<file path="src/rtl/e203_exu_longp_wbck_q_pkg.sv">
// Purpose : shared widths for the long-pipe write-back queue (thread, data, rd index).
// Latency : n/a (constants and a width helper only).
// Backpressure: n/a.
package e203_exu_longp_wbck_q_pkg;

   localparam int E203_THREADS_NUM  = 2;
   localparam int E203_XLEN         = 32;
   localparam int E203_FLEN         = 32;
   localparam int E203_RFIDX_WIDTH  = 5;

   // Queue entry = thread_sel + wdat + rdidx + rdfpu + err
   function automatic int wbck_q_ent_w(input int threads, input int flen, input int rfidx_w);
      return threads + flen + rfidx_w + 2;
   endfunction

   localparam int WBCK_Q_ENT_W = wbck_q_ent_w(E203_THREADS_NUM, E203_FLEN, E203_RFIDX_WIDTH);

endpackage

</file>
<file path="src/rtl/e203_exu_wbck_fifo.sv">
// Purpose : generic DEPTH x W synchronous in-order FIFO (push/pop, full/empty, head data).
// Latency : a pushed entry is visible at head_o on the following cycle; no bypass.
// Backpressure: full_o is the producer's stall; push while full and pop while empty are ignored.
// Ports   : clk/rst (sync, active-high), push_i/dat_i write side, pop_i/head_o read side,
//           full_o/empty_o status.
module e203_exu_wbck_fifo #(
   parameter int DEPTH = 2,
   parameter int W     = 8
) (
   input  logic         clk,
   input  logic         rst,
   input  logic         push_i,
   input  logic [W-1:0] dat_i,
   input  logic         pop_i,
   output logic         full_o,
   output logic         empty_o,
   output logic [W-1:0] head_o
);

   localparam int PTR_W = $clog2(DEPTH);
   localparam int CNT_W = PTR_W + 1;

   logic [W-1:0]     mem_q [DEPTH];
   logic [PTR_W-1:0] wr_ptr_q, wr_ptr_d;
   logic [PTR_W-1:0] rd_ptr_q, rd_ptr_d;
   logic [CNT_W-1:0] cnt_q, cnt_d;
   logic             push_ok, pop_ok;

   assign full_o  = (cnt_q == CNT_W'(DEPTH));
   assign empty_o = (cnt_q == '0);
   assign push_ok = push_i & ~full_o;
   assign pop_ok  = pop_i & ~empty_o;
   assign head_o  = mem_q[rd_ptr_q];

   // Pointers are exactly log2(DEPTH) bits, so they wrap on their own.
   always_comb begin
      wr_ptr_d = wr_ptr_q;
      rd_ptr_d = rd_ptr_q;
      cnt_d    = cnt_q;
      if (push_ok) wr_ptr_d = wr_ptr_q + PTR_W'(1);
      if (pop_ok)  rd_ptr_d = rd_ptr_q + PTR_W'(1);
      case ({push_ok, pop_ok})
         2'b10:   cnt_d = cnt_q + CNT_W'(1);
         2'b01:   cnt_d = cnt_q - CNT_W'(1);
         default: cnt_d = cnt_q;
      endcase
   end

   always_ff @(posedge clk) begin
      if (rst) begin
         wr_ptr_q <= '0;
         rd_ptr_q <= '0;
         cnt_q    <= '0;
      end else begin
         wr_ptr_q <= wr_ptr_d;
         rd_ptr_q <= rd_ptr_d;
         cnt_q    <= cnt_d;
      end
   end

   // Payload storage is deliberately not reset; occupancy is tracked by cnt_q.
   always_ff @(posedge clk) begin
      if (push_ok) mem_q[wr_ptr_q] <= dat_i;
   end

endmodule

</file>
<file path="src/rtl/e203_exu_longp_wbck_q.sv">
// Purpose : round-robin merge of LSU/MULDIV completions into an in-order queue; head goes to
//           write-back (err=0) or exception report (err=1), each pop pulses OITF retire.
// Latency : one cycle from accepted input to queue head; no bypass.
// Backpressure: input readys drop only when the queue is full; they never look at output readys.
// Ports   : lsu_i_* / mdv_i_* completion inputs, longp_wbck_o_* write-back port,
//           longp_excp_o_* error port, oitf_ret_* retire strobe, clk/rst (sync, active-high).
module e203_exu_longp_wbck_q
   import e203_exu_longp_wbck_q_pkg::*;
#(
   parameter int DEPTH   = 2,
   parameter int THREADS = E203_THREADS_NUM,
   parameter int XLEN    = E203_XLEN,
   parameter int FLEN    = E203_FLEN,
   parameter int RFIDX_W = E203_RFIDX_WIDTH
) (
   input  logic               clk,
   input  logic               rst,

   input  logic               lsu_i_valid,
   output logic               lsu_i_ready,
   input  logic [THREADS-1:0] lsu_i_thread_sel,
   input  logic [FLEN-1:0]    lsu_i_wdat,
   input  logic [RFIDX_W-1:0] lsu_i_rdidx,
   input  logic               lsu_i_rdfpu,
   input  logic               lsu_i_err,

   input  logic               mdv_i_valid,
   output logic               mdv_i_ready,
   input  logic [THREADS-1:0] mdv_i_thread_sel,
   input  logic [FLEN-1:0]    mdv_i_wdat,
   input  logic [RFIDX_W-1:0] mdv_i_rdidx,
   input  logic               mdv_i_rdfpu,
   input  logic               mdv_i_err,

   output logic               longp_wbck_o_valid,
   input  logic               longp_wbck_o_ready,
   output logic [THREADS-1:0] longp_wbck_o_thread_sel,
   output logic [FLEN-1:0]    longp_wbck_o_wdat,
   output logic [RFIDX_W-1:0] longp_wbck_o_rdidx,
   output logic               longp_wbck_o_rdfpu,
   output logic [4:0]         longp_wbck_o_flags,

   output logic               longp_excp_o_valid,
   input  logic               longp_excp_o_ready,
   output logic [THREADS-1:0] longp_excp_o_thread_sel,

   output logic               oitf_ret_ena,
   output logic [THREADS-1:0] oitf_ret_thread_sel
);

   if (FLEN < XLEN) begin : g_bad_flen
      $error("e203_exu_longp_wbck_q: FLEN must be >= XLEN");
   end

   typedef struct packed {
      logic [THREADS-1:0] thread_sel;
      logic [FLEN-1:0]    wdat;
      logic [RFIDX_W-1:0] rdidx;
      logic               rdfpu;
      logic               err;
   } wbck_ent_t;

   localparam int ENT_W = wbck_q_ent_w(THREADS, FLEN, RFIDX_W);

   wbck_ent_t  push_ent, head_ent;
   logic [ENT_W-1:0] head_raw;
   logic       fifo_full, fifo_empty;
   logic       grant_lsu, grant_mdv;
   logic       push, pop;
   logic       last_mdv_q, last_mdv_d;

   // Round-robin: on a tie, the source not granted last wins. Reset favours LSU first.
   assign grant_lsu = lsu_i_valid & (~mdv_i_valid | last_mdv_q);
   assign grant_mdv = mdv_i_valid & ~grant_lsu;

   assign lsu_i_ready = ~fifo_full & grant_lsu;
   assign mdv_i_ready = ~fifo_full & grant_mdv;
   assign push        = (lsu_i_valid & lsu_i_ready) | (mdv_i_valid & mdv_i_ready);

   always_comb begin
      if (grant_mdv) begin
         push_ent = '{thread_sel: mdv_i_thread_sel, wdat: mdv_i_wdat, rdidx: mdv_i_rdidx,
                      rdfpu: mdv_i_rdfpu, err: mdv_i_err};
      end else begin
         push_ent = '{thread_sel: lsu_i_thread_sel, wdat: lsu_i_wdat, rdidx: lsu_i_rdidx,
                      rdfpu: lsu_i_rdfpu, err: lsu_i_err};
      end
   end

   always_comb begin
      last_mdv_d = last_mdv_q;
      if (push) last_mdv_d = grant_mdv;
   end

   always_ff @(posedge clk) begin
      if (rst) last_mdv_q <= 1'b1;
      else     last_mdv_q <= last_mdv_d;
   end

   e203_exu_wbck_fifo #(
      .DEPTH (DEPTH),
      .W     (ENT_W)
   ) u_fifo (
      .clk     (clk),
      .rst     (rst),
      .push_i  (push),
      .dat_i   (push_ent),
      .pop_i   (pop),
      .full_o  (fifo_full),
      .empty_o (fifo_empty),
      .head_o  (head_raw)
   );

   assign head_ent = head_raw;

   // Head dispatch: the err bit steers the entry to exactly one of the two ports.
   assign longp_wbck_o_valid      = ~fifo_empty & ~head_ent.err;
   assign longp_excp_o_valid      = ~fifo_empty &  head_ent.err;
   assign longp_wbck_o_thread_sel = head_ent.thread_sel;
   assign longp_wbck_o_wdat       = head_ent.wdat;
   assign longp_wbck_o_rdidx      = head_ent.rdidx;
   assign longp_wbck_o_rdfpu      = head_ent.rdfpu;
   assign longp_wbck_o_flags      = 5'd0;
   assign longp_excp_o_thread_sel = head_ent.thread_sel;

   assign pop = (longp_wbck_o_valid & longp_wbck_o_ready) |
                (longp_excp_o_valid & longp_excp_o_ready);

   assign oitf_ret_ena        = pop;
   assign oitf_ret_thread_sel = head_ent.thread_sel;

endmodule

</file>
<file path="config.mk">
export PLATFORM = sky130hd
export DESIGN_NAME = e203_exu_longp_wbck_q
export DESIGN_NICKNAME = d
export VERILOG_FILES = /design/src/rtl/e203_exu_longp_wbck_q_pkg.sv /design/src/rtl/e203_exu_wbck_fifo.sv /design/src/rtl/e203_exu_longp_wbck_q.sv
export SDC_FILE = /design/constraint.sdc
export NUM_CORES = 1
export LEC_CHECK = 0
export BUFFER_PORTS_ARGS = -buffer_cell sky130_fd_sc_hd__buf_4
export CAP_MARGIN = 20
export CORE_MARGIN = 2
export CORE_UTILIZATION = 49
export DETAILED_ROUTE_END_ITERATION = 10
export PLACE_DENSITY = 0.79
export SYNTH_ARGS = -nofsm -noshare
export SYNTH_HDL_FRONTEND = slang
export SYNTH_HIERARCHICAL = 1
export SYNTH_SLANG_ARGS = --single-unit
</file>
<file path="constraint.sdc">
create_clock -name clk -period 8.1 [get_ports clk]
set_input_delay 2.43 -clock clk [delete_from_list [all_inputs] [get_ports clk]]
set_output_delay 2.43 -clock clk [all_outputs]
set_load 0.1 [all_outputs]
</file>
# After elaboration in Yosys (flattened, before gate mapping)

Memories as Yosys holds them, arrays and structs flattened. A register that Yosys moved wholly into a read port is not among the register bits.
Cells that the tools add are included.

Flip-flop bits (word level): 5
Latch bits: 0
RAM bits: 82
Bits in read-only memories: 0
Input bits: 88
Output and inout bits: 54
Logic and storage cells: 40
Memories: 1

Memory list:

| name         | words | width | rd ports | clocked after memory_dff | wr ports | line                     | text |
|---|---|---|---|---|---|---|---|
| u_fifo.mem_q | 2     | 41    | 1        | 1                        | 1        | e203_exu_wbck_fifo.sv:23 | `logic [W-1:0] mem_q [DEPTH];` |

$add $sub $neg: 4
Multiply operators: 0
Divide/modulo/power cells: 0
Order comparisons: 0
Equality and inequality tests: 3
Shift-type cells: 0
Multiplexer cells: 6
Bitwise logic cells: 20
Reductions and logical operators: 2

Operators by type and width:

| operator                                         | number |
|---|---|
| 2-to-1 mux 41 bit                                | 1 |
| bitwise AND 1 bit                                | 12 |
| inverter 1 bit                                   | 5 |
| == test 2 bit, second input constant             | 2 |
| 2-to-1 mux 1 bit                                 | 4 |
| case mux 2 bit (2 select lines)                  | 1 |
| bitwise OR 1 bit                                 | 3 |
| adder 1 bit, second input constant               | 2 |
| adder 2 x 1 -> 2 bit, second input constant      | 1 |
| == test 2 x 1 -> 1 bit, second input constant    | 1 |
| zero test 2 bit                                  | 1 |
| nonzero test 2 bit                               | 1 |
| subtractor 2 x 1 -> 2 bit, second input constant | 1 |

# Logic depth before layout (Yosys ltp)

Gate-level depths: netlist of the first run.

Depth after elaboration: 11
Mapped depth: 10
Depth with buffers taken out: 8

# By module

The synthesis of the first run kept the hierarchy.

By module, submodules not included:

| module                | instances | cells an instance | area an instance (µm²) | sequential area each (µm²) |
|---|---|---|---|---|
| e203_exu_wbck_fifo    | 1         | 154               | 3171.8                 | 2562.5 |
| e203_exu_longp_wbck_q | 1         | 69                | 685.7                  | 20.0 |

# Worst setup path after synthesis of the first run

No wires, ideal clock.

Path type: input -> output
Start point: input mdv_i_valid
End point: output mdv_i_ready
Arrival: 4217 ps
Data required time: 5670 ps
Slack: 1453 ps
Stages: 3
Buffers on the path: 1
Path through: a21boi_4 -> buf_6 -> nor2b_1

Word-level cells in the longest chain between the ends: 6

RTL lines:

| what                  | line                        | text |
|---|---|---|
| from (decl)           | e203_exu_longp_wbck_q.sv:27 | `input logic mdv_i_valid,` |
| inverter 1 bit        | e203_exu_longp_wbck_q.sv:73 | `assign grant_lsu = lsu_i_valid & (~mdv_i_valid \| last_mdv_q);` |
| bitwise OR 1 bit      | e203_exu_longp_wbck_q.sv:73 |  |
| bitwise AND 1 bit     | e203_exu_longp_wbck_q.sv:73 |  |
| inverter 1 bit        | e203_exu_longp_wbck_q.sv:74 | `assign grant_mdv = mdv_i_valid & ~grant_lsu;` |
| bitwise AND 1 bit (*) | e203_exu_longp_wbck_q.sv:74 |  |
| bitwise AND 1 bit (*) | e203_exu_longp_wbck_q.sv:77 | `assign mdv_i_ready = ~fifo_full & grant_mdv;` |
| to (decl)             | e203_exu_longp_wbck_q.sv:28 | `output logic mdv_i_ready,` |

Mark *: on every way between the ends. The rest lies on a longest branch, timed or not.

# Worst setup path in the final report of the first run

Start point: input lsu_i_valid
End point: output mdv_i_ready

Word-level cells in the longest chain between the ends: 4

RTL lines:

| what              | line                        | text |
|---|---|---|
| from (decl)       | e203_exu_longp_wbck_q.sv:19 | `input logic lsu_i_valid,` |
| bitwise AND 1 bit | e203_exu_longp_wbck_q.sv:73 |  |
| inverter 1 bit    | e203_exu_longp_wbck_q.sv:74 |  |
| bitwise AND 1 bit | e203_exu_longp_wbck_q.sv:74 |  |
| bitwise AND 1 bit | e203_exu_longp_wbck_q.sv:77 |  |

No other way between the ends.

==> results of run 1 <==
## critical path, stage by stage
cell and delay, ns:
buf_4 0.13, a21boi_4 0.14, nor2b_1 0.15, buf_4 0.30
## cell type report
type | instances | area [um^2] | share of cell area
clock buffers | 10 | 127.6 | 0.02496
repair buffers | 138 | 1036 | 0.2026
clock inverters | 6 | 83.83 | 0.01639
multi-input cells | 117 | 1140 | 0.2229
inverters | 4 | 15.01 | 0.002936
flip-flops and latches | 88 | 2584 | 0.5053
well taps | 102 | 127.6 | 0.02496
## logic make-up after synthesis
family	after synthesis	synth area share
flops	88	0.6695
fa+ha+maj	1	0.003243
compound gates	8	0.01557
xor+xnor	3	0.006813
other cells	1	0.0009721
mux	83	0.2420
simple gates	17	0.02271
buf+inv	22	0.03924
## worst max-delay path by stage
stage                startpoint     endpoint  slack (ns)  cells after the start
CTS                 lsu_i_valid  mdv_i_ready        2.53                      4
global placement    lsu_i_valid  mdv_i_ready        2.54                      4
floorplan           mdv_i_valid  mdv_i_ready        1.45                      3
finish              lsu_i_valid  mdv_i_ready        2.52                      4
detailed placement  lsu_i_valid  mdv_i_ready        2.54                      4
global route        lsu_i_valid  mdv_i_ready        2.46                      4
## per-stage QoR
stage	hold slack, ns	worst slack, ns	instance area [um^2]	instances	utilization
3_3_place_gp	0.4679	2.543	4902	449	0.6377
3_5_place_dp	0.4730	2.538	4902	449	0.6377
6_report	0.5008	2.524	5114	465	0.6652
5_1_grt	0.5381	2.461	5114	465	0.6652
4_1_cts	0.4931	2.526	5114	465	0.6652
2_1_floorplan	0.4518	1.453	3872	227	-
## synthesized netlist by cell type
library cell | instances | area [um^2]
xor2_1 | 1 | 8.760
nor2_1 | 8 | 30.03
buf_6 | 4 | 45.04
buf_2 | 4 | 20.02
inv_1 | 3 | 11.26
nor3b_1 | 1 | 7.510
mux2i_1 | 1 | 10.01
nand2_1 | 1 | 3.750
mux2_2 | 60 | 675.7
edfxtp_1 | 82 | 2462
xnor2_1 | 2 | 17.52
inv_2 | 1 | 3.750
a211o_1 | 1 | 8.760
a21boi_4 | 1 | 18.77
o21ai_0 | 2 | 10.01
nand2b_1 | 1 | 6.260
buf_4 | 9 | 67.56
or3_1 | 2 | 12.51
mux2_1 | 22 | 247.7
and3_1 | 1 | 6.260
dfxtp_1 | 6 | 120.1
a21oi_1 | 3 | 15.01
conb_1 | 1 | 3.750
clkbuf_1 | 1 | 3.750
o21a_1 | 1 | 7.510
nor2b_1 | 2 | 12.51
nand2b_2 | 1 | 8.760
ha_1 | 1 | 12.51
## registers in the layout, summed over array words and instances (netlist names), named ones only
register and count:
u_fifo/rd_ptr_q 1, last_mdv_q 1, u_fifo/mem_q 82, u_fifo/wr_ptr_q 1
u_fifo/cnt_q 2
## layer usage
layer  vias to the layer above  share of wire  track usage  wire [um]
li1                       1100              -            -          -
met1                      1076           0.40       0.2007       2848
met2                        97           0.50       0.2871       3523
met3                         9          0.092      0.06428        654
met4                         0          0.012      0.05882         87
met5                         -              0            0          0
==> reports/results.ini, run 1 <==
[route]
avgRoutedWirePerCell_um = 15.30
ant_nets = 0
first_iter_violations = 60
drc = 0
via_per_inst = 4.908
drt_pre_antenna_iters = 4
dr_total_vias = 2282
wl_um = 7113

[clock_network]
clockBufferDepth = 2
post_cts_resized = 0
cts_setup_buffers = 0
root_buffer = clkbuf_8
clkLatencyLatePin_ns = 0.34
cts_buffers = 9
postCtsHoldBufs = 0
cts-htree-levels = 3
cts.clk_slew.worst_paths_ns = 0.08
cts_num_sinks = 88
cts_tree = built

[finish]
num-fill-cells = 565
layout_common_cells = 138 x buf_4, 82 x edfxtp_1, 60 x mux2_2
mostFrequentLayoutCell = buf_4
final_nets = 447
n_antenna_cell = 0
drive_gt1_frac = 0.5978
syn_to_final_growth_pct = 32.57

[floorplan]
initial_core_util = 0.5018
row_count = 32
dieArea_um2 = 8598
die_x_um = 92.73
ios = 142
core-area_um2 = 7687
die_y_um = 92.73

[critical_path]
cp_max_fo = 3
cp.arrival_ns = 3.15
r2r_setup_slack_ns = 5.37
cp-end-kind = output port
startpoint_type = input port
reg2reg_depth = 7
crit_required_ns = 5.67
reg2reg_to = u_fifo/cnt_q[1]$_SDFFE_PP0P_
critPathKind = in -> out

[global_route]
grt_start_max_net_pins = 42
grt-ovfl-total = 0
grtUsageTotal = 0.1702
antenna_found_initial = 0
grt_pass1_wl_um = 11180
grt_pass1_vias = 2438

[synth]
synth_area_um2 = 3857
ys_ff_latch = 88
synthDistinctLibCells = 28
syn_inst = 223
syn_avg_cell_area_um2 = 17.30
ys_seq_area_frac = 0.6695
yosysWarningCount = 6

[sta]
drv_slew = 0
relSlewSlack = 0.3291
tightest_slew_ns = 1.006
setup_tns_ns = 0
fin_skew_ns = 0.006083
fin_crit_ns = 5.576
setup_viol = 0
hold_viol = 0
fmax_ghz = 0.1793
fin_crit_sh = 0.6884
rsz0062_at_grt = no

[hold_path]
hold_path_startpoint = u_fifo/wr_ptr_q$_SDFFE_PP0P_
hold_path_class = reg -> reg
hold_depth = 2
hold_end = u_fifo/wr_ptr_q$_SDFFE_PP0P_

[placement]
port_buffers = 136
hpwl_um = 4821
gp_congestion = 0.7099

[status]
outcome = finished, final reports clean

[job]
cap_viol_max_count = 0

Power of run 1 is left out: the tool's default activity adds up to more than one toggle a clock period on the data nets, which glitch-free logic cannot reach.
==> inputs of run 2 (changes only) <==
==> constraint.sdc (replaced) <==
create_clock -name clk -period 5.5 [get_ports clk]
set_input_delay 1.65 -clock clk [delete_from_list [all_inputs] [get_ports clk]]
set_output_delay 1.65 -clock clk [all_outputs]
set_load 0.1 [all_outputs]
==> reports/results.ini, run 2 (synthesis results as in run 1) <==
[global_route]
grtUsageTotal = 0.1692  ; -0.001032
grt_start_max_net_pins = 42  ; unchanged
grt_use_met1 = 0.2050  ; +0.004384
grt_pass1_wl_um = 11100  ; -0.80%
antenna_found_initial = 0  ; unchanged
grt_util_met3 = 0.05126  ; -0.01302
grt-ovfl-total = 0  ; unchanged
grt_use_met2 = 0.2828  ; -0.004258
grt_pass1_vias = 2399  ; -1.6%
busiest_layer = met2

[sta]
hold_viol = 0  ; unchanged
fin_crit_ns = 4.008
relSlewSlack = 0.3289  ; about the same
drv_slew = 0  ; unchanged
fmax_ghz = 0.2495
fin_skew_ns = 0.007145  ; +0.001061 ns
tightest_slew_ns = 1.007  ; +0.0003310 ns
setup_viol = 0  ; unchanged
rsz0062_at_grt = no
setup_tns_ns = 0  ; unchanged
fin_crit_sh = 0.7288

[route]
first_iter_violations = 66  ; +10%
drc = 0  ; unchanged
avgRoutedWirePerCell_um = 15.18  ; -0.73%
via_per_inst = 4.903  ; about the same
wl_um = 7076  ; -0.52%
dr_total_vias = 2285  ; +0.13%
ant_nets = 0  ; unchanged
drt_pre_antenna_iters = 4  ; unchanged

[finish]
num-fill-cells = 564  ; -0.18%
largest_reg_flops = 82  ; unchanged
mostFrequentLayoutCell = buf_4
reg_top3 = u_fifo/mem_q (82), u_fifo/cnt_q (2)
layout_common_cells = 139 x buf_4, 82 x edfxtp_1, 60 x mux2_2
syn_to_final_growth_pct = 32.73
final_nets = 448  ; +0.22%
n_antenna_cell = 0  ; unchanged
drive_gt1_frac = 0.5989  ; +0.001105
top_register = u_fifo/mem_q

[floorplan]
ios = 142  ; unchanged
row_count = 32  ; unchanged
initial_core_util = 0.5018  ; unchanged
die_x_um = 92.73  ; unchanged
dieArea_um2 = 8598  ; unchanged
die_y_um = 92.73  ; unchanged
core-area_um2 = 7687  ; unchanged

[clock_network]
cts_setup_buffers = 0  ; unchanged
root_buffer = clkbuf_8
cts_num_sinks = 88  ; unchanged
clockBufferDepth = 2  ; unchanged
clkLatencyLatePin_ns = 0.34  ; about the same
cts.clk_slew.worst_paths_ns = 0.08  ; about the same
cts-htree-levels = 3  ; unchanged
postCtsHoldBufs = 0  ; unchanged
cts_buffers = 9  ; unchanged
post_cts_resized = 0  ; unchanged
cts_tree = built

[job]
cap_viol_max_count = 0  ; unchanged

[placement]
hpwl_um = 4857  ; +0.75%
port_buffers = 136  ; unchanged
gp_congestion = 0.6603  ; -7.0%

[critical_path]
cp-end-kind = output port
critPathKind = in -> out
startpoint_type = input port
crit_required_ns = 3.85  ; -1.82 ns
cp_max_fo = 3  ; unchanged
cp.arrival_ns = 2.36  ; -0.79 ns

[hold_path]
hold_path_class = reg -> reg

[status]
outcome = finished, final reports clean

==> run 2: changes by cell type in the layout (fill, tap and decap cells not counted), sizes merged <==
cell      before  now
buf          138  139
clkinv         3    6
clkbuf        10    9
clkinvlp       2    0
==> run 2: path summary, 6_finish.rpt <==
path                                                   start                            to  slack [ns]  cells past startpoint
worst max-delay path                             lsu_i_valid                   mdv_i_ready        1.49                      4
worst min-delay path            u_fifo/wr_ptr_q$_SDFFE_PP0P_  u_fifo/wr_ptr_q$_SDFFE_PP0P_        0.51                      2
worst max register to register                          flop  u_fifo/cnt_q[1]$_SDFFE_PP0P_        2.87                      8
worst min register to register  u_fifo/wr_ptr_q$_SDFFE_PP0P_  u_fifo/wr_ptr_q$_SDFFE_PP0P_        0.51                      2
==> run 2: worst max-delay path, stage by stage <==
cell and delay (ns):
buf_4 0.13, a21boi_4 0.14, nor2b_1 0.14, buf_4 0.30
==> run 2: layer usage <==
layer | vias to the layer above | wire length, um
met5 | - | 0
met4 | 0 | 111
met3 | 10 | 638
met2 | 95 | 3411
met1 | 1082 | 2915
li1 | 1098 | -
==> run 2: stage by stage <==
stage	cells	hold slack (ns)	worst slack, ns	util	area [um^2]
4_1_cts	466	0.5091	1.490	0.6660	5120
6_report	466	0.5137	1.492	0.6660	5120
2_1_floorplan	227	0.4518	0.4130	-	3872
3_3_place_gp	450	0.4705	1.498	0.6387	4910
5_1_grt	466	0.5300	1.396	0.6660	5120
3_5_place_dp	450	0.4785	1.501	0.6387	4910
==> run 2: cell type report <==
type / count / area (um^2) / share of cell area
Tap cell: 102 / 127.6 / 0.02493
Clock inverter: 7 / 86.33 / 0.01686
Timing Repair Buffer: 139 / 1044 / 0.2038
Inverter: 4 / 15.01 / 0.002933
Multi-Input combinational cell: 117 / 1140 / 0.2226
Sequential cell: 88 / 2584 / 0.5046
Clock buffer: 9 / 123.9 / 0.02419
Power of run 2 is left out for the same reason.
==> inputs of run 3 (changes only) <==
--- a/config.mk
+++ b/config.mk
@@ -5,12 +5,13 @@
 export SDC_FILE = /design/constraint.sdc
 export NUM_CORES = 1
 export LEC_CHECK = 0
+export ABC_AREA = 1
 export BUFFER_PORTS_ARGS = -buffer_cell sky130_fd_sc_hd__buf_4
 export CAP_MARGIN = 20
 export CORE_MARGIN = 2
 export CORE_UTILIZATION = 49
 export DETAILED_ROUTE_END_ITERATION = 10
-export PLACE_DENSITY = 0.79
+export PLACE_DENSITY = 0.78
 export SYNTH_ARGS = -nofsm -noshare
 export SYNTH_HDL_FRONTEND = slang
 export SYNTH_HIERARCHICAL = 1
==> constraint.sdc (replaced) <==
create_clock -name clk -period 4 [get_ports clk]
set_input_delay 1.2 -clock clk [delete_from_list [all_inputs] [get_ports clk]]
set_output_delay 1.2 -clock clk [all_outputs]
set_load 0.1 [all_outputs]
==> reports/results.ini, run 3 <==
[sta]
setup_viol = 0  ; unchanged
whs_ns = 0.5067  ; -0.006982 ns
drv_slew = 0  ; unchanged
relSlewSlack = 0.4059  ; +0.07699
fin_skew_ns = 0.008057  ; +0.0009120 ns
tightest_slew_ns = 0.8912  ; -0.1155 ns
fin_crit_sh = 0.7870
rsz0062_at_grt = no
setup_tns_ns = 0  ; unchanged
fin_crit_ns = 3.148
hold_viol = 0  ; unchanged
fin_ws_ns = 0.8520  ; -0.6399 ns
fmax_ghz = 0.3177

[clock_network]
cts_tree = built
clockBufferDepth = 2  ; unchanged
cts_buffers = 9  ; unchanged
root_buffer = clkbuf_8
cts_setup_buffers = 0  ; unchanged
post_cts_resized = 0  ; unchanged
cts.clk_slew.worst_paths_ns = 0.08  ; about the same
cts_num_sinks = 88  ; unchanged
cts-htree-levels = 3  ; unchanged
postCtsHoldBufs = 0  ; unchanged
clkLatencyLatePin_ns = 0.35  ; about the same

[critical_path]
cp_slowest_cell = dfxtp_2
cpPeakStageDelay_ns = 0.69  ; +0.39 ns
cp.arrival_ns = 1.95  ; -0.41 ns
crit_buf_inv = 2  ; unchanged
cp-end-kind = output port
critPathKind = reg -> out
crit_required_ns = 2.80  ; -1.05 ns
cp_cell_sequence = buf_12 -> mux2_2 -> buf_4
startpoint_type = flop
cp_max_fo = 26  ; +23
critical_path.top_delay_family = flip-flops

[route]
wl_met3_um = 443  ; -31%
via_per_inst = 4.720  ; -3.8%
wl_met2_um = 4146  ; +22%
drt-met1-wl_um = 2975  ; +2.1%
top_layer = met4
dr_total_vias = 2709  ; +19%
first_iter_violations = 75  ; +14%
drc = 0  ; unchanged
avgRoutedWirePerCell_um = 13.43  ; -12%
ant_nets = 0  ; unchanged
drt_pre_antenna_iters = 4  ; unchanged
wl_um = 7711  ; +9.0%

[finish]
syn_to_final_growth_pct = 28.30
top_register = u_fifo/mem_q
n_antenna_cell = 0  ; unchanged
largest_reg_flops = 82  ; unchanged
multi_input_area_um2 = 1289  ; +13%
num-fill-cells = 647  ; +15%
layout_common_cells = 138 x buf_4, 82 x edfxtp_1, 56 x nand2_1
drive_gt1_frac = 0.5000  ; -0.09890
mostFrequentLayoutCell = buf_4
reg_top3 = u_fifo/mem_q (82), u_fifo/cnt_q (2)
register_area_um2 = 2584  ; unchanged
final_nets = 550  ; +23%
fin_util = 0.6417  ; -0.02432

[synth]
ys_ff_latch = 88  ; unchanged
yosysMostFrequentCell = edfxtp_1
yosysTopAreaCellShare = 0.5701  ; -0.06823
synth-async-reset-ratio = 0  ; unchanged
synth_area_um2 = 4319  ; +12%
synthDistinctLibCells = 21  ; -25%
synth_edf_count = 82  ; unchanged
synthFlopType = edfxtp_1
ys_top_cells_by_count = 82 x edfxtp_1, 56 x inv_1, 56 x nand2_1
yosysWarningCount = 6  ; unchanged
syn_inst = 329  ; +48%
synth_area_leaders = edfxtp_1 57%, mux2_4 14%, o21ai_2 6.1%
ys_seq_area_frac = 0.5979  ; -0.07156
syn_avg_cell_area_um2 = 13.13  ; -24%
yosysTopAreaCell = edfxtp_1

[placement]
hpwl_um = 5582  ; +15%
preCtsSetupSlack_ns = 0.8805  ; -0.6206 ns
gp_congestion = 0.7273  ; +10%
port_buffers = 136  ; unchanged

[floorplan]
core-area_um2 = 8636  ; +12%
die_y_um = 97.89  ; +5.6%
dieArea_um2 = 9581  ; +11%
row_count = 34  ; +6.3%
initial_core_util = 0.5001  ; -0.001646
die_x_um = 97.89  ; +5.6%
ios = 142  ; unchanged

[global_route]
antenna_found_initial = 0  ; unchanged
grt-ovfl-total = 0  ; unchanged
grt_start_max_net_pins = 83  ; +98%
grt_pass1_wl_um = 12520  ; +13%
grt_pass1_vias = 2725  ; +14%
grtUsageTotal = 0.1641  ; -0.005051

[hold_path]
hold_path_class = reg -> reg

[job]
cap_viol_max_count = 0  ; unchanged

[status]
outcome = finished, final reports clean

run 3: kinds of logic (layout without fill, tap and decap cells):
kind of cell | after synthesis | after routing | synth area share
compound gates | 44 | 44 | 0.07850
fa+ha+maj | 1 | 1 | 0.002896
buf+inv | 79 | 212 | 0.1118
flops | 88 | 88 | 0.5979
mux | 41 | 41 | 0.1417
other cells | 1 | 5 | 0.0008682
simple gates | 75 | 75 | 0.06634
run 3: final timing paths:
check	start	to	slack, ns	cells after the start
worst min register to register	u_fifo/rd_ptr_q$_SDFFE_PP0P_	flop	0.51	2
worst min-delay path	u_fifo/rd_ptr_q$_SDFFE_PP0P_	flop	0.51	2
worst max register to register	flop	u_fifo/cnt_q[1]$_SDFFE_PP0P_	1.73	12
worst max-delay path	flop	longp_wbck_o_wdat[14]	0.85	3
run 3: routing by layer:
layer | GRT usage | vias up
met2 | 0.2977 | 83
met5 | 0 | -
met3 | 0.03436 | 12
li1 | - | 1347
met1 | 0.1885 | 1267
met4 | 0.06624 | 0
run 3: per-stage QoR:
stage | std cells | instance area, um^2
after detailed placement | 558 | 5294
after global placement | 558 | 5294
after floorplan | 333 | 4342
after CTS | 574 | 5542
final | 574 | 5542
after global routing | 574 | 5542
run 3: worst min-delay path, delay by kind of cell (launching register included):
| kind | cells | cell delay (ns) |
|---|---|---|
| flops | 1 | 0.33 |
| simple gates | 2 | 0.15 |
run 3: layout make-up:
type,instances,share of cell area
repair buffers,140,0.1942
well taps,108,0.02438
clock buffers,9,0.02235
flip-flops and latches,88,0.4662
multi-input cells,166,0.2326
inverters,56,0.03793
clock inverters,7,0.02235
Power of run 3 is left out for the same reason.
